## src/rtl/uart_tx_arbiter_if.sv

```systemverilog
// rtl/uart_tx_arbiter_if.sv - requester and serializer signal bundle for uart_tx_arbiter
interface uart_tx_arbiter_if #(
    parameter int NUM_REQ = 4
);
    logic [NUM_REQ-1:0]   req_i;
    logic [8*NUM_REQ-1:0] data_i;
    logic [NUM_REQ-1:0]   ack_o;
    logic                 err_o;
    logic                 busy_o;
    logic                 uart_enable_o;
    logic [7:0]           uart_data_o;
    logic                 uart_done_i;

    modport master (
        output req_i, data_i, uart_done_i,
        input  ack_o, err_o, busy_o, uart_enable_o, uart_data_o
    );

    modport slave (
        input  req_i, data_i, uart_done_i,
        output ack_o, err_o, busy_o, uart_enable_o, uart_data_o
    );
endinterface

```

## src/rtl/uart_tx_arbiter.sv

```systemverilog
// rtl/uart_tx_arbiter.sv - round-robin sharing of one uart_tx among NUM_REQ byte producers
// Optional frame watchdog enabled by defining UART_ARB_TIMEOUT_EN.
module uart_tx_arbiter #(
    parameter int NUM_REQ        = 4,
    parameter int CLK_FREQ       = 100_000_000,
    parameter int BAUD_RATE      = 115_200,
    parameter int TIMEOUT_CYCLES = 12 * CLK_FREQ / BAUD_RATE
) (
    input  logic              clk,
    input  logic              rst,
    uart_tx_arbiter_if.slave  bus
);
    localparam int IDX_W = (NUM_REQ > 1) ? $clog2(NUM_REQ) : 1;
    localparam logic [IDX_W:0] NUM_REQ_W = (IDX_W+1)'(NUM_REQ);

    if (NUM_REQ < 2 || NUM_REQ > 16 || TIMEOUT_CYCLES < 2) begin : g_bad_param
        $error("uart_tx_arbiter: NUM_REQ must be 2..16 and TIMEOUT_CYCLES at least 2");
    end

    typedef enum logic [1:0] {S_IDLE, S_START, S_WAIT_DONE, S_ACK} state_t;

    state_t           state, state_next;
    logic [IDX_W-1:0] ptr, grant, grant_next;
    logic [IDX_W:0]   cand;
    logic [7:0]       data_q, byte_next;
    logic             found, done_q, done_rise, timeout_hit;

    assign done_rise = bus.uart_done_i & ~done_q;

    // Scan from the pointer upward with wrap; first pending requester wins.
    always_comb begin
        found      = 1'b0;
        grant_next = ptr;
        cand       = '0;
        for (int i = 0; i < NUM_REQ; i++) begin
            cand = {1'b0, ptr} + (IDX_W+1)'(i);
            if (cand >= NUM_REQ_W) begin
                cand = cand - NUM_REQ_W;
            end
            if (!found && bus.req_i[cand[IDX_W-1:0]]) begin
                found      = 1'b1;
                grant_next = cand[IDX_W-1:0];
            end
        end
        byte_next = '0;
        for (int n = 0; n < NUM_REQ; n++) begin
            if (grant_next == IDX_W'(n)) begin
                byte_next = bus.data_i[8*n +: 8];
            end
        end
    end

    always_comb begin
        state_next = state;
        case (state)
            S_IDLE:      if (found) state_next = S_START;
            S_START:     state_next = S_WAIT_DONE;
            S_WAIT_DONE: if (done_rise || timeout_hit) state_next = S_ACK;
            S_ACK:       state_next = S_IDLE;
            default:     state_next = S_IDLE;
        endcase
    end

    always_ff @(posedge clk) begin
        if (rst) begin
            state  <= S_IDLE;
            ptr    <= '0;
            grant  <= '0;
            data_q <= '0;
            done_q <= 1'b0;
        end else begin
            state  <= state_next;
            done_q <= bus.uart_done_i;
            if (state == S_IDLE && found) begin
                grant  <= grant_next;
                data_q <= byte_next;
            end
            if (state == S_ACK) begin
                ptr <= (grant == IDX_W'(NUM_REQ - 1)) ? '0 : grant + 1'b1;
            end
        end
    end

`ifdef UART_ARB_TIMEOUT_EN
    localparam int TO_W = $clog2(TIMEOUT_CYCLES);

    logic [TO_W-1:0] to_cnt;
    logic            err_q;

    assign timeout_hit = (state == S_WAIT_DONE) && (to_cnt == TO_W'(TIMEOUT_CYCLES - 1));

    // Counter rests at zero outside WAIT_DONE, so it is clear on entry.
    // A done edge in the expiry cycle wins: the frame is reported as sent.
    always_ff @(posedge clk) begin
        if (rst) begin
            to_cnt <= '0;
            err_q  <= 1'b0;
        end else begin
            to_cnt <= (state == S_WAIT_DONE) ? to_cnt + 1'b1 : '0;
            err_q  <= timeout_hit && !done_rise;
        end
    end

    assign bus.err_o = err_q;
`else
    assign timeout_hit = 1'b0;
    assign bus.err_o   = 1'b0;
`endif

    assign bus.busy_o        = (state != S_IDLE);
    assign bus.uart_enable_o = (state == S_START);
    assign bus.uart_data_o   = data_q;
    assign bus.ack_o         = (state == S_ACK) ? (NUM_REQ'(1) << grant) : '0;
endmodule

```

## src/flat_wrapper.sv

```systemverilog
// flat-port wrapper written by rule: the top's interface ports become plain ports
module uart_tx_arbiter_flat 
#(
    parameter int NUM_REQ        = 4,
    parameter int CLK_FREQ       = 100_000_000,
    parameter int BAUD_RATE      = 115_200,
    parameter int TIMEOUT_CYCLES = 12 * CLK_FREQ / BAUD_RATE
)
  (clk, rst, bus_req_i, bus_data_i, bus_uart_done_i, bus_ack_o, bus_err_o, bus_busy_o, bus_uart_enable_o, bus_uart_data_o);
  uart_tx_arbiter_if #(.NUM_REQ(NUM_REQ)) bus_i ();
  input  logic clk;
  input  logic rst;
  input wire logic [$bits(bus_i.req_i)-1:0] bus_req_i;
  input wire logic [$bits(bus_i.data_i)-1:0] bus_data_i;
  input wire logic [$bits(bus_i.uart_done_i)-1:0] bus_uart_done_i;
  output wire logic [$bits(bus_i.ack_o)-1:0] bus_ack_o;
  output wire logic [$bits(bus_i.err_o)-1:0] bus_err_o;
  output wire logic [$bits(bus_i.busy_o)-1:0] bus_busy_o;
  output wire logic [$bits(bus_i.uart_enable_o)-1:0] bus_uart_enable_o;
  output wire logic [$bits(bus_i.uart_data_o)-1:0] bus_uart_data_o;
  assign bus_i.req_i = bus_req_i;
  assign bus_i.data_i = bus_data_i;
  assign bus_i.uart_done_i = bus_uart_done_i;
  assign bus_ack_o = bus_i.ack_o;
  assign bus_err_o = bus_i.err_o;
  assign bus_busy_o = bus_i.busy_o;
  assign bus_uart_enable_o = bus_i.uart_enable_o;
  assign bus_uart_data_o = bus_i.uart_data_o;
  uart_tx_arbiter #(.NUM_REQ(NUM_REQ), .CLK_FREQ(CLK_FREQ), .BAUD_RATE(BAUD_RATE), .TIMEOUT_CYCLES(TIMEOUT_CYCLES)) u_core (.clk(clk), .rst(rst), .bus(bus_i));
endmodule
```

## config.mk

```make
export PLATFORM = sky130hd
export DESIGN_NAME = uart_tx_arbiter_flat
export DESIGN_NICKNAME = d
export VERILOG_FILES = /design/src/rtl/uart_tx_arbiter_if.sv /design/src/rtl/uart_tx_arbiter.sv /design/src/flat_wrapper.sv
export SDC_FILE = /design/constraint.sdc
export NUM_CORES = 1
export LEC_CHECK = 0
export CAP_MARGIN = 20
export CORE_MARGIN = 3
export CORE_UTILIZATION = 35
export DETAILED_ROUTE_END_ITERATION = 8
export GPL_TIMING_DRIVEN = 1
export HOLD_SLACK_MARGIN = 0.03
export PLACE_DENSITY = 0.73
export REMOVE_ABC_BUFFERS = 1
export SKIP_LAST_GASP = 1
export SLEW_MARGIN = 15
export SYNTH_ARGS = -nofsm -noshare
export SYNTH_HDL_FRONTEND = slang
export SYNTH_SLANG_ARGS = --single-unit
```

## constraint.sdc

```tcl
create_clock -name clk -period 3.8 [get_ports clk]
set_input_delay 0.57 -clock clk [delete_from_list [all_inputs] [get_ports clk]]
set_output_delay 0.57 -clock clk [all_outputs]
set_load 0.01 [all_outputs]
```

==> results of run 1 <==
==> metal layers <==
layer | GRT usage (%) | up-vias | wire length, um
met5 | 0 | - | 0
met1 | 21.0 | 443 | 1070
met2 | 24.3 | 31 | 1270
met4 | 3.88 | 0 | 44
li1 | - | 489 | -
met3 | 4.79 | 7 | 187
==> power by group through the flow <==
stage	Combinational (W)	Clock (W)	Sequential, W
3_3_place_gp	0.000344	0	0.000237
5_1_grt	0.000395	0.000105	0.000241
2_1_floorplan	0.000175	0	0.000247
4_1_cts	0.000358	0.0000970	0.000235
6_report	0.000353	0.0000943	0.000235
3_5_place_dp	0.000355	0	0.000239
==> cells by family (layout without fill, tap and decap cells) <==
kind of cell	after synthesis	count (layout)	synth area share [%]
and+or+nand+nor	35	35	17.2
muxes	20	20	20.1
AOI/OAI and AO/OA	18	18	13.7
DFF	15	15	30.2
buffers and inverters	11	63	7.04
adders and majority gates	9	9	11.3
other	1	1	0.377
==> layout by cell type (no fill, tap or decap), drive strengths merged, types with 3 or more instances in the layout <==
cell	netlist	final
a21oi	3	3
and2	4	4
clkbuf	2	3
clkdlybuf4s50	0	52
dfxtp	15	15
ha	9	9
inv	6	6
mux2i	20	20
nand2	10	10
nor2	11	11
nor2b	4	4
o221ai	8	8
==> cell type report <==
class                   count  area, um2  share of cell area (%)
multi-input cells          83        624                    40.5
repair buffers             53        528                    34.3
flip-flops and latches     15        300                    19.5
well taps                  30       37.5                    2.44
clock buffers               3       22.5                    1.46
inverters                   6       22.5                    1.46
clock inverters             1       5.00                   0.325
==> state kept, by name (all words and copies together) (netlist names) <==
name                    flops
u_core.grant                2
u_core.bus.uart_data_o      8
u_core.state                2
u_core.ptr                  2
u_core.done_q               1
==> how the worst max path moves through the flow <==
stage	from	endpoint	slack (ns)	depth (start not counted)
2_1_floorplan	bus_req_i[2]	u_core.bus.uart_data_o[0]	1.76	5
3_3_place_gp	bus_req_i[3]	u_core.bus.uart_data_o[2]	1.39	6
3_5_place_dp	bus_req_i[3]	u_core.bus.uart_data_o[0]	1.34	6
4_1_cts	u_core.state[0]	bus_busy_o	1.50	4
5_1_grt	bus_req_i[3]	u_core.bus.uart_data_o[3]	1.37	6
6_report	u_core.state[0]	bus_busy_o	1.51	4
==> worst max-delay path, cell delays in order (launching register included) <==
cell             delay (ns)
dfxtp_1                0.41
inv_1                  0.10
ha_1                   0.23
inv_1                  0.13
clkdlybuf4s50_1        0.56
==> metrics by stage <==
stage               hold slack [ns]  worst slack (ns)  std cells  total power [W]
finish                        0.464              1.51        191         0.000683
global route                  0.487              1.37        191         0.000742
CTS                           0.471              1.50        191         0.000690
detailed placement            0.452              1.34        187         0.000594
global placement              0.443              1.39        187         0.000580
floorplan                     0.503              1.76        104         0.000422
==> reports/summary.txt, run 1 <==
Antenna diode count = 0
Status = complete, no violations
Die area = 3520 um2
#FFs+latches synth = 15
Initial antenna violation count = 0
Worst-margin pin slew = 0.551 ns
Unrepaired setup endpoints after global routing = false
Post-CTS Resized = 0
Post-DP Area = 1510 um2
Startpoint types = register
DRC = 0
Post-DP HPWL = 2090 um
# H-tree levels = 1
Relative slew margins = 63.2%
Design Area, Final = 1540 um2
Hold endpoint = u_core.bus.uart_data_o[6]
Asr flop ratio synth = 0%
Peak VDD IR = 0.000363 V
Setup Buffers After CTS = 0
Commonest register cell after synthesis = dfxtp_1
CTS clk-pin slew, worst paths = 0.09 ns
Initial Util = 38.4%
Hold Vio Cnt, Final = 0
Gpl congestion = 0.730
TritonCTS Buffers = 3
Average size of a mapped cell = 9.13 um2
NetSw = 0.000248 W
Num ports = 54
TritonRoute pass-1 iters = 4
Combinational share of power = 51.7%
Leak = 0.601 nW
Max Clk Rate = 436 MHz
Initial DRC Count = 28
Filler cells = 239
Final WL = 2560 um
EDFF count, synth = 0
Total GRT Usage = 15.6%
Layout Nets = 210
Worst EP required = 3.23 ns
Share of the synthesized area in the top cell type = 30.2%
Layout Utilization = 59.5%
Row count = 18
Crit Path Max Fanout = 4
Syn. warnings = 0
Sequential share of power = 34.5%
Die height = 59.3 um
Final setup viols = 0
Sequential share of the synthesized area = 30.2%
Max-cap violation count = 0
Top post-synthesis cells by count = 20 x mux2i_1, 15 x dfxtp_1, 11 x nor2_1
Worst hold start = u_core.bus.uart_data_o[6]
TNS Setup = 0 ns
Period minus WS final = 2.29 ns
Layout cells sized above 1 = 3.73%
Remaining global-route overflow = 0
Crit path arrival time = 1.72 ns
Cts hold-fix bufs = 0
Worst-case clock buffer depth = 2
Distinct cells, synth = 25
CP Capture Type = output pin
Cell Pwr Density = 443 nW/um2
Clock power frac = 13.8%
R2R Setup Slk = 2.08 ns
Port buffer count = 52
Antenna viol nets, final = 0
Hold depth = 2
Drt wl/cell = 13.4 um
CTS tree = built
RR Endpoint = u_core.bus.uart_data_o[7]
Area delta synth->final = 54.8%
Width of the die = 59.3 um
Area leader, netlist = dfxtp_1
Vias in the first global route = 927
Part of the cycle the worst path needs = 60.3%
Int Pwr = 0.000435 W
Path depth of the worst reg2reg path = 7
Worst Hold Class = register to register
Cell Area, Synth = 995 um2
Crit path kind = register to output pin
Largest net degree at the start of global routing = 18
Via density = 5.08
CTS root buf = clkbuf_4
Via Count = 970
Slew Viols, Final = 0
Core region area = 2590 um2
Clk_lat worst skew = 0.29 ns
Top cells by area, synth = dfxtp_1 30%, mux2i_1 20%, ha_1 11%
First-pass GRT wire length = 4190 um
Reg2reg start = u_core.state[0]
Clk sinks = 15
Clock skew = 0.00229 ns
Switching Share = 36.4%
Most common cell in the netlist = mux2i_1
Synth Instances = 109
No activity file was read; power rests on OpenSTA's default activity.
==> run 2, diff against run 1 <==
==> constraint.sdc (replaced) <==
create_clock -name clk -period 2.3 [get_ports clk]
set_input_delay 0.345 -clock clk [delete_from_list [all_inputs] [get_ports clk]]
set_output_delay 0.345 -clock clk [all_outputs]
set_load 0.01 [all_outputs]
==> reports/summary.txt, run 2 (synthesis gave the netlist of run 1 again) <==
Part of the cycle the worst path needs = 89.6%
Post-DP HPWL = 2200 um
CTS root buf = clkbuf_4
TNS Setup = 0 ns
Remaining global-route overflow = 0
Most frequent cells in the layout = 52 x clkdlybuf4s50_1, 20 x mux2i_1, 15 x dfxtp_1
Initial antenna violation count = 0
Filler cells = 229
NetSw = 0.000401 W
Final cell count without fillers = 193
Startpoint types = register
Layout Nets = 212
TritonCTS Buffers = 3
Status = complete, no violations
Max reg flops = 8
Int Pwr = 0.000736 W
Area delta synth->final = 57.5%
Period minus WS final = 2.06 ns
Via density = 5.10
Hold Vio Cnt, Final = 0
Crit path arrival time = 1.72 ns
DRC = 0
Leak = 0.612 nW
Most common cell after layout, fill and taps aside = clkdlybuf4s50_1
Initial Util = 38.4%
Width of the die = 59.3 um
Slowest-stage cell, CP = clkdlybuf4s50_1
Critical-path cell list = ha_1 > and2_1 > clkdlybuf4s50_1
Die area = 3520 um2
Clock skew = 0.00520 ns
Cts hold-fix bufs = 0
Row count = 18
Unrepaired setup endpoints after global routing = false
Num ports = 54
Family with the most delay on the worst path = buffers and inverters
CTS clk-pin slew, worst paths = 0.09 ns
Die height = 59.3 um
Switching Share = 35.2%
Core region area = 2590 um2
Final WL = 2690 um
Vias in the first global route = 980
Max incr delay on CP = 0.57 ns
Clk_lat worst skew = 0.28 ns
Drt wl/cell = 13.9 um
CP Buf/Inv Count = 1
Max-cap violation count = 0
Antenna viol nets, final = 0
Clock power frac = 12.9%
Largest net degree at the start of global routing = 18
Port buffer count = 52
First-pass GRT wire length = 4270 um
Peak VDD IR = 0.000534 V
Crit path kind = register to output pin
Gpl congestion = 0.754
Crit Path Max Fanout = 6
Combinational share of power = 52.9%
Slew Viols, Final = 0
Antenna diode count = 0
Total GRT Usage = 16.0%
Worst EP required = 1.96 ns
Sequential share of power = 34.2%
TritonRoute pass-1 iters = 4
Worst-case clock buffer depth = 2
Clk sinks = 15
# H-tree levels = 1
Worst Hold Class = register to register
Layout cells sized above 1 = 4.29%
CTS tree = built
Max Clk Rate = 485 MHz
Placed cell count = 189
Initial DRC Count = 12
Final setup viols = 0
CP Capture Type = output pin
Cell Pwr Density = 725 nW/um2
Setup Buffers After CTS = 0
Via Count = 984
Post-CTS Resized = 0
-- run 2: cell types whose count changed in the layout (fill, tap and decap cells not counted) --
cell      delta
buf_12       +1
buf_4        +1
clkbuf_1     +1
clkinv_2     -1
-- run 2: final timing paths --
check	startpoint	end	slack, ns	depth (start not counted)
max	u_core.state[0]	bus_ack_o[1]	0.24	3
min	u_core.bus.uart_data_o[2]	u_core.bus.uart_data_o[2]	0.48	2
max reg2reg	u_core.ptr[1]	u_core.bus.uart_data_o[4]	0.65	6
min reg2reg	u_core.bus.uart_data_o[2]	u_core.bus.uart_data_o[2]	0.48	2
-- run 2: cell type report --
class | instances | area, um2 | area share (%)
multi-input cells | 83 | 624 | 39.9
repair buffers | 55 | 556 | 35.5
flip-flops and latches | 15 | 300 | 19.2
well taps | 30 | 37.5 | 2.40
clock buffers | 4 | 26.3 | 1.68
inverters | 6 | 22.5 | 1.44
-- run 2: per-stage QoR --
stage | hold slack [ns] | setup slack, ns | util (%) | power (W) | area [um2]
final | 0.478 | 0.239 | 60.5 | 0.00114 | 1570
after global placement | 0.443 | 0.231 | 59.5 | 0.000977 | 1540
after global routing | 0.512 | 0.169 | 60.5 | 0.00122 | 1570
after detailed placement | 0.456 | 0.137 | 59.5 | 0.000998 | 1540
after floorplan | 0.417 | 0.489 | - | 0.000697 | 947
after CTS | 0.479 | 0.230 | 60.5 | 0.00115 | 1570
-- run 2: tightest hold or removal path: cells and delay by family, from the launching register on --
family | cells | cell delay, ns
AND/OR/NAND/NOR | 1 | 0.06
flip-flops | 1 | 0.33
AO/OA/AOI/OAI | 1 | 0.06
-- run 2: routing by layer --
layer  wire length, um  vias to the layer above  track usage [%]
met4                35                        0             5.18
met3               186                        4             5.45
li1                  -                      490                -
met1              1130                      456             19.8
met2              1340                       34             26.1
met5                 0                        -                0
-- run 2: power groups by stage --
stage / Combinational [W] / Sequential, W / Clock, W
after floorplan: 0.000289 / 0.000409 / 0
after global placement: 0.000585 / 0.000391 / 0
after detailed placement: 0.000602 / 0.000395 / 0
after CTS: 0.000607 / 0.000389 / 0.000150
after global routing: 0.000663 / 0.000400 / 0.000161
final: 0.000601 / 0.000389 / 0.000146
==> run 3, diff against run 2 <==
--- a/config.mk
+++ b/config.mk
@@ -5,13 +5,12 @@
 export SDC_FILE = /design/constraint.sdc
 export NUM_CORES = 1
 export LEC_CHECK = 0
-export CAP_MARGIN = 20
 export CORE_MARGIN = 3
 export CORE_UTILIZATION = 35
 export DETAILED_ROUTE_END_ITERATION = 8
 export GPL_TIMING_DRIVEN = 1
 export HOLD_SLACK_MARGIN = 0.03
-export PLACE_DENSITY = 0.73
+export PLACE_DENSITY = 0.76
 export REMOVE_ABC_BUFFERS = 1
 export SKIP_LAST_GASP = 1
 export SLEW_MARGIN = 15
==> constraint.sdc (replaced) <==
create_clock -name clk -period 1.71 [get_ports clk]
set_input_delay 0.2565 -clock clk [delete_from_list [all_inputs] [get_ports clk]]
set_output_delay 0.2565 -clock clk [all_outputs]
set_load 0.01 [all_outputs]
==> reports/summary.txt, run 3 (synthesis gave the netlist of run 1 again) <==
Layout cells sized above 1 = 14.0%
Drt wl/cell = 12.9 um
Via density = 4.97
Total GRT Usage = 15.4%
Design Area, Final = 1640 um2
Vias in the first global route = 1,019
Hold Vio Cnt, Final = 0
Antenna viol nets, final = 0
Multi-input logic area = 629 um2
Die area = 3520 um2
Layout Nets = 220
Worst-case clock buffer depth = 2
Placed cell count = 197
Final setup viols = 0
Worst Hold Class = register to register
Period minus WS final = 1.61 ns
Part of the cycle the worst path needs = 93.9%
Leak = 0.686 nW
Port buffer count = 52
Clk sinks = 15
Final WL = 2590 um
CTS tree = built
CTS root buf = clkbuf_4
TritonRoute pass-1 iters = 4
Crit path kind = input pin to register
Hold endpoint = u_core.bus.uart_data_o[5]
Final worst setup slack = 0.105 ns
Setup Buffers After CTS = 0
RR Endpoint = u_core.bus.uart_data_o[6]
Cell Pwr Density = 962 nW/um2
Unrepaired setup endpoints after global routing = false
Row count = 18
R2R Setup Slk = 0.16 ns
Filler cells = 216
Hold depth = 2
Status = complete, no violations
Num ports = 54
Via Count = 999
Clock skew = 0.00685 ns
Largest net degree at the start of global routing = 18
Gpl congestion = 0.757
Initial antenna violation count = 0
Max Clk Rate = 623 MHz
Crit Path Max Fanout = 17
Clk_lat worst skew = 0.28 ns
Most common cell after layout, fill and taps aside = clkdlybuf4s50_1
Design Power = 0.00157 W
Core region area = 2590 um2
DRC = 0
Worst hold start = u_core.bus.uart_data_o[5]
Post-DP Area = 1600 um2
Post-DP HPWL = 2160 um
Final cell count without fillers = 201
Area delta synth->final = 64.5%
Initial Util = 38.4%
Width of the die = 59.3 um
Initial DRC Count = 19
Path depth of the worst reg2reg path = 7
Die height = 59.3 um
Layout Utilization = 63.2%
CTS clk-pin slew, worst paths = 0.09 ns
Startpoint types = input pin
Max reg flops = 8
CP Capture Type = register
Remaining global-route overflow = 0
Antenna diode count = 0
Max-cap violation count = 0
First-pass GRT wire length = 4210 um
Most frequent cells in the layout = 45 x clkdlybuf4s50_1, 20 x mux2i_1, 11 x nor2_1
Pre-CTS setup slack = -0.321 ns
Crit path arrival time = 1.77 ns
Peak VDD IR = 0.000624 V
TritonCTS Buffers = 3
Storage cell area = 309 um2
Reg2reg start = u_core.state[0]
Worst EP required = 1.87 ns
Slew Viols, Final = 0
# H-tree levels = 1
run 3: changes by cell type in the layout (fill, tap and decap cells not counted), moves of 4 or more:
cell and delta:
buf_4 +8, dfxtp_1 -5, dfxtp_2 +4, clkdlybuf4s50_1 -7, dlygate4sd2_1 +6
run 3: final cells by class:
cell class,instances,area share [%]
Clock buffer,3,1.38
Clock inverter,1,0.306
Inverter,6,1.38
Multi-Input combinational cell,83,38.5
Sequential cell,15,18.9
Tap cell,30,2.29
Timing Repair Buffer,63,37.3
run 3: power by group:
part | total [W] | switching (W) | internal, W
Sequential | 0.000537 | 0.0000763 | 0.000461
Clock | 0.000196 | 0.000109 | 0.0000867
Combinational | 0.000841 | 0.000369 | 0.000473
run 3: stage by stage:
step	TNS (ns)	hold WS (ns)
after floorplan	-0.556	0.328
after global placement	-1.99	0.449
after detailed placement	-3.00	0.450
after CTS	-0.0122	0.481
after global routing	0	0.508
final	0	0.477
run 3: worst max-delay path by stage:
stage / slack, ns / depth (start not counted) / start / end
after global placement: -0.23 / 7 / bus_req_i[0] / u_core.bus.uart_data_o[5]
final: 0.10 / 7 / bus_req_i[2] / u_core.bus.uart_data_o[2]
after global routing: 0.01 / 7 / bus_req_i[1] / u_core.bus.uart_data_o[5]
after CTS: -0.01 / 7 / bus_req_i[0] / u_core.bus.uart_data_o[5]
after detailed placement: -0.32 / 7 / bus_req_i[0] / u_core.bus.uart_data_o[5]
after floorplan: -0.07 / 5 / u_core.ptr[1] / u_core.bus.uart_data_o[0]
run 3: layer usage:
| metal | part of all wire, % | global-route usage, % | vias up |
|---|---|---|---|
| li1 | - | - | 511 |
| met3 | 8.2 | 4.36 | 2 |
| met5 | 0 | 0 | - |
| met1 | 42 | 18.2 | 452 |
| met4 | 0.39 | 5.50 | 0 |
| met2 | 50 | 26.4 | 34 |
run 3: what timing repair did:
action / CTS / global route
endpoints found under the setup margin: 7 / 9
hold buffers: 0 / 0
gates resized for setup: 12 / 4
pin swaps: 0 / 0
run 3: worst max-delay path, stage by stage:
cell             delay (ns)
clkdlybuf4s50_1        0.42
nor2b_1                0.15
o21ai_0                0.16
o221a_1                0.24
buf_12                 0.18
mux2i_1                0.22
o221ai_1               0.14
